--- src/rtl/neuron_mac_pu_pkg.sv ---
// Shared definitions for the neuron processing unit: FSM state encoding and
// the width helpers used to size the accumulator.
package neuron_mac_pu_pkg;

   typedef enum logic [1:0] {
      IDLE = 2'd0,
      MAC  = 2'd1,
      BIAS = 2'd2,
      DONE = 2'd3
   } pu_state_t;

   function automatic int clog2(input int value);
      int r;
      r = 0;
      while ((1 << r) < value) r++;
      return r;
   endfunction

   // Wide enough that N_IN full-precision products plus the shifted bias never overflow.
   function automatic int acc_width(input int width, input int n_in);
      return 2 * width + clog2(n_in) + 1;
   endfunction

endpackage

--- src/rtl/neuron_mac_pu_lane.sv ---
// One MAC beat: LANES signed full-precision multipliers feeding an adder tree,
// purely combinational, result sign-extended to the accumulator width.
module neuron_mac_pu_lane #(
   parameter int WIDTH = 16,
   parameter int LANES = 2,
   parameter int ACC_W = 36
) (
   input  logic        [LANES*WIDTH-1:0] x_beat,
   input  logic        [LANES*WIDTH-1:0] w_beat,
   output logic signed [ACC_W-1:0]       beat_sum
);

   logic signed [2*WIDTH-1:0] prod;

   always_comb begin
      prod     = '0;
      beat_sum = '0;
      for (int i = 0; i < LANES; i++) begin
         prod     = $signed(x_beat[i*WIDTH +: WIDTH]) * $signed(w_beat[i*WIDTH +: WIDTH]);
         beat_sum = beat_sum + {{(ACC_W-2*WIDTH){prod[2*WIDTH-1]}}, prod};
      end
   end

endmodule

--- src/rtl/neuron_mac_pu.sv ---
// Sequential neuron: dot product over N_IN/LANES beats, bias add, floor shift,
// saturation. Optional ReLU on the output when PU_RELU_EN is defined.
module neuron_mac_pu
   import neuron_mac_pu_pkg::*;
#(
   parameter int WIDTH = 16,
   parameter int FRAC  = 8,
   parameter int N_IN  = 8,
   parameter int LANES = 2
) (
   input  logic                  clk,
   input  logic                  rst_n,
   input  logic                  in_valid,
   output logic                  in_ready,
   input  logic [N_IN*WIDTH-1:0] x_flat,
   input  logic [N_IN*WIDTH-1:0] w_flat,
   input  logic [WIDTH-1:0]      bias,
   output logic                  out_valid,
   input  logic                  out_ready,
   output logic [WIDTH-1:0]      out,
   output logic                  sat
);

   localparam int BEATS     = N_IN / LANES;
   localparam int ACC_W     = acc_width(WIDTH, N_IN);
   localparam int CNT_W     = (BEATS > 1) ? clog2(BEATS) : 1;
   localparam int BEAT_BITS = LANES * WIDTH;
   localparam logic [CNT_W-1:0] LAST_BEAT = CNT_W'(BEATS - 1);
   localparam logic signed [ACC_W-1:0] SAT_MAX = {{(ACC_W-WIDTH+1){1'b0}}, {(WIDTH-1){1'b1}}};
   localparam logic signed [ACC_W-1:0] SAT_MIN = {{(ACC_W-WIDTH+1){1'b1}}, {(WIDTH-1){1'b0}}};

   if (N_IN % LANES != 0) begin : g_lane_check
      $error("neuron_mac_pu: N_IN must be a multiple of LANES");
   end

   pu_state_t               state;
   logic [CNT_W-1:0]        beat;
   logic [N_IN*WIDTH-1:0]   x_reg;
   logic [N_IN*WIDTH-1:0]   w_reg;
   logic [WIDTH-1:0]        bias_reg;
   logic signed [ACC_W-1:0] acc;
   logic signed [ACC_W-1:0] beat_sum;
   logic signed [ACC_W-1:0] bias_ext;
   logic signed [ACC_W-1:0] total;
   logic signed [ACC_W-1:0] shifted;
   logic [WIDTH-1:0]        res_next;
   logic                    sat_next;
   logic [BEAT_BITS-1:0]    x_beat;
   logic [BEAT_BITS-1:0]    w_beat;

   assign x_beat = x_reg[int'(beat)*BEAT_BITS +: BEAT_BITS];
   assign w_beat = w_reg[int'(beat)*BEAT_BITS +: BEAT_BITS];

   neuron_mac_pu_lane #(
      .WIDTH(WIDTH),
      .LANES(LANES),
      .ACC_W(ACC_W)
   ) u_lane (
      .x_beat  (x_beat),
      .w_beat  (w_beat),
      .beat_sum(beat_sum)
   );

   // Bias is aligned to the product scale (2*FRAC) before the floor shift back to FRAC.
   always_comb begin
      bias_ext = {{(ACC_W-WIDTH){bias_reg[WIDTH-1]}}, bias_reg};
      total    = acc + (bias_ext <<< FRAC);
      shifted  = total >>> FRAC;
      sat_next = 1'b0;
      res_next = shifted[WIDTH-1:0];
      if (shifted > SAT_MAX) begin
         res_next = SAT_MAX[WIDTH-1:0];
         sat_next = 1'b1;
      end else if (shifted < SAT_MIN) begin
         res_next = SAT_MIN[WIDTH-1:0];
         sat_next = 1'b1;
      end
`ifdef PU_RELU_EN
      if (res_next[WIDTH-1]) res_next = '0;
`endif
   end

   always_ff @(posedge clk or negedge rst_n) begin
      if (!rst_n) begin
         state     <= IDLE;
         beat      <= '0;
         x_reg     <= '0;
         w_reg     <= '0;
         bias_reg  <= '0;
         acc       <= '0;
         in_ready  <= 1'b1;
         out_valid <= 1'b0;
         out       <= '0;
         sat       <= 1'b0;
      end else begin
         case (state)
            IDLE: begin
               if (in_valid) begin
                  x_reg    <= x_flat;
                  w_reg    <= w_flat;
                  bias_reg <= bias;
                  acc      <= '0;
                  beat     <= '0;
                  in_ready <= 1'b0;
                  state    <= MAC;
               end
            end
            MAC: begin
               acc <= acc + beat_sum;
               if (beat == LAST_BEAT) begin
                  beat  <= '0;
                  state <= BIAS;
               end else begin
                  beat <= beat + 1'b1;
               end
            end
            BIAS: begin
               out       <= res_next;
               sat       <= sat_next;
               out_valid <= 1'b1;
               state     <= DONE;
            end
            DONE: begin
               if (out_ready) begin
                  out_valid <= 1'b0;
                  in_ready  <= 1'b1;
                  state     <= IDLE;
               end
            end
            default: state <= IDLE;
         endcase
      end
   end

endmodule

--- config.mk ---
export PLATFORM = sky130hd
export DESIGN_NAME = neuron_mac_pu
export DESIGN_NICKNAME = d
export VERILOG_FILES = /design/src/rtl/neuron_mac_pu_pkg.sv /design/src/rtl/neuron_mac_pu_lane.sv /design/src/rtl/neuron_mac_pu.sv
export SDC_FILE = /design/constraint.sdc
export NUM_CORES = 2
export LEC_CHECK = 0
export BUFFER_PORTS_ARGS = -buffer_cell sky130_fd_sc_hd__buf_4
export CELL_PAD_IN_SITES_DETAIL_PLACEMENT = 1
export CELL_PAD_IN_SITES_GLOBAL_PLACEMENT = 1
export CORE_MARGIN = 10
export CORE_UTILIZATION = 45
export DETAILED_ROUTE_END_ITERATION = 8
export PLACE_DENSITY = 0.86
export REMOVE_ABC_BUFFERS = 1
export SLEW_MARGIN = 20
export SYNTH_ARGS = -nofsm -noshare
export SYNTH_HDL_FRONTEND = slang
export SYNTH_SLANG_ARGS = --single-unit
--- constraint.sdc ---
create_clock -name clk -period 10.5 [get_ports clk]
set_input_delay 1.05 -clock clk [delete_from_list [all_inputs] [get_ports clk]]
set_output_delay 1.05 -clock clk [all_outputs]
set_load 0.01 [all_outputs]
==> run metrics <==
max-cap viol count 0; number of unique standard cell types used by synthesis 75; setup slack of the worst register-to-register path 280 ps; routed wire length 121000 µm; top layer in use met5; Fin. Hold Viols 0; num rows 104; result of the run complete, no violations; Post-synth EDFFs 0; leading cell type in the layout, fill and taps excluded sky130_fd_sc_hd__inv_1; WL met3 7890 µm; r2r startpoint beat[0]; antenna fix cells 0; transition time at the pin with the least slew margin 1050 ps; post-layout instance count excluding filler cells 5023; length of routed met2 wiring 62100 µm; Clock transition at path regs 60 ps; dominant cells by area after synthesis sky130_fd_sc_hd__fa_1, sky130_fd_sc_hd__dfrtp_1, sky130_fd_sc_hd__mux2_2, sky130_fd_sc_hd__ha_1, sky130_fd_sc_hd__inv_1; proportion of netlist area held by the largest area contributor 31.9%; final routed DRC violation total 0; met1 routed wirelength after detailed routing 45300 µm; synthesis-to-layout area growth 16.0%; area share of fa/ha/maj cells after synthesis 39.3%; synthesized area per cell 10.3 µm²; relative slew slack 29.8%; Worst Setup Path Type flip-flop to flip-flop; width of the chip 306 µm; Net count, final 5013; main flop type after synthesis sky130_fd_sc_hd__dfrtp_1; ports placed on the boundary 295; routability congestion estimate 0.984; HPWL after DPL 98800 µm; standard cell with the maximum stage delay on the critical path sky130_fd_sc_hd__fa_1; xor-xnor portion of the synthesized cell area 2.28%; required time of the critical path 10990 ps; first drt pass iteration count 6; fraction of the mapped netlist area in compound gates 6.96%; synthesis-stage register bit count 331; proportion of layout cells with a drive suffix above 1 22.9%; terminus of the critical flop-to-flop path acc[29]; Chip Height 306 µm; detailed-route via count 27503; # clock sinks 331; Yosys Warn Count 0; Max Freq 0.0978 GHz; most frequent cells in the layout sky130_fd_sc_hd__inv_1, sky130_fd_sc_hd__fa_1, sky130_fd_sc_hd__buf_4; CTS max path bufs 3; via count of the first global-routing pass 32370; maximum fanout along the worst path 15; number of setup violations in the final report 0; shortest clock period the worst path allows after layout 10220 ps; post-synthesis cell type with the largest combined area sky130_fd_sc_hd__fa_1; leftover overflow at the end of global routing 0; main combinational cell family by area after synthesis adder cells; area share of and/or/nand/nor cells after synthesis 8.80%; sequential share of the synthesized area 22.5%; Inserted Clock Buffers 41; instance count of the mapped netlist 3567; residual antenna-violating net count after detailed routing 0; initial cell density of the core 45.6%; WL/cell 24.0 µm; number of cells in the design after placement 4940; async set or reset register ratio after synthesis 100%; FF-to-FF path depth 43; CTS root buf sky130_fd_sc_hd__clkbuf_16; Critical Path AT 10710 ps; final cycle utilization of the critical path 97.3%; netlist area before placement 0.0368 mm²; Vias/cell 5.48; class of the tightest hold or removal check input pin to async pin; mux contribution to synthesized area 12.2%; All-Layer GR Usage 25.4%; Fin Clk Skew 47.9 ps; first-pass GRT wire length 186000 µm; Critical Path Sink Type flip-flop; initial antenna violation count 3; H-tree levels 2; CTS tree yes; source-to-sink clock delay at the later pin of the worst-skew pair 620 ps; number of pins with negative max-slew slack in the final report 0; Worst setup SP type flip-flop; die area 0.0936 mm²; area of the core region 0.0808 mm²; count of input and output buffers 294; most frequent cell on the critical path sky130_fd_sc_hd__fa_1; pin count of the biggest net entering global routing 153; stage delay of the slowest cell on the critical path 540 ps; number of violations reported at the end of detailed-routing iteration 0 1537
-- worst max-delay path by stage --
stage / slack, ps / to / from
finish: 280 / acc[29] / beat[0]
global route: -160 / acc[35] / beat[0]
CTS: 60 / acc[34] / beat[0]
detailed placement: 140 / acc[34] / beat[0]
global placement: 230 / acc[34] / beat[0]
floorplan: -1910 / acc[35] / beat[0]
-- Yosys cell counts, drive strengths merged (5+ instances only) --
| cell | instances |
|---|---|
| inv | 665 |
| fa | 586 |
| nand2 | 369 |
| dfrtp | 330 |
| mux2 | 323 |
| nor2 | 292 |
| ha | 218 |
| o21ai | 136 |
| clkbuf | 89 |
| a21oi | 71 |
| xnor2 | 68 |
| mux2i | 54 |
| o21a | 53 |
| a21o | 30 |
| xor2 | 28 |
| nand2b | 25 |
| buf | 23 |
| and2 | 20 |
| nand3 | 15 |
| a211oi | 14 |
| mux4 | 14 |
| nor2b | 14 |
| o21bai | 13 |
| o221a | 13 |
| a31oi | 8 |
| nand4 | 7 |
| or2 | 7 |
| and3 | 6 |
| nor3 | 6 |
| o31ai | 6 |
| o211ai | 5 |
-- worst max-delay path: cells and delay by family (launching register included) --
kind / cells / cell delay (ps)
AOI/OAI and AO/OA: 16 / 2990
adders and majority gates: 10 / 4630
buffers and inverters: 10 / 1100
DFF: 1 / 520
muxes: 1 / 250
and+or+nand+nor: 6 / 570
-- metal layers --
metal	vias to the layer above	global-route usage (%)
li1	11961	-
met1	14333	29.5
met2	905	45.4
met3	298	5.33
met4	6	10.3
met5	-	0
-- what timing repair did --
| action | 4_1_cts | 5_1_grt |
|---|---|---|
| resized for setup | 0 | 42 |
| hold buffers | 0 | 0 |
| buffers inserted | 0 | 9 |
| setup endpoints to repair | 0 | 10 |
-- metrics by stage --
stage	setup TNS, ps	setup WS [ps]	hold slack (ps)	utilization [%]	instance area [µm²]
detailed placement	0	137	483	50.8	41100
global route	-364	-156	441	52.9	42700
finish	0	278	384	52.9	42700
CTS	0	63.0	407	52.6	42500
global placement	0	233	470	50.8	41100
floorplan	-28930	-1910	456	-	36400
-- kinds of logic (layout without fill, tap and decap cells) --
logic type / Yosys count / after routing
compound gates: 389 / 389
buf+inv: 777 / 1173
mux: 391 / 391
simple gates: 779 / 779
flops: 331 / 331
fa+ha+maj: 804 / 804
xor+xnor: 96 / 96
-- layout make-up --
class,count,area [µm²]
Fill cell,8816,38100
Sequential cell,331,8290
Clock inverter,13,204
Tap cell,1060,1330
Multi-Input combinational cell,2459,25700
Timing Repair Buffer,435,3470
Inverter,665,2500
Clock buffer,60,1210
Power is not shown: default switching activity piles up to over one toggle a cycle in this logic, so the estimate is an artifact.
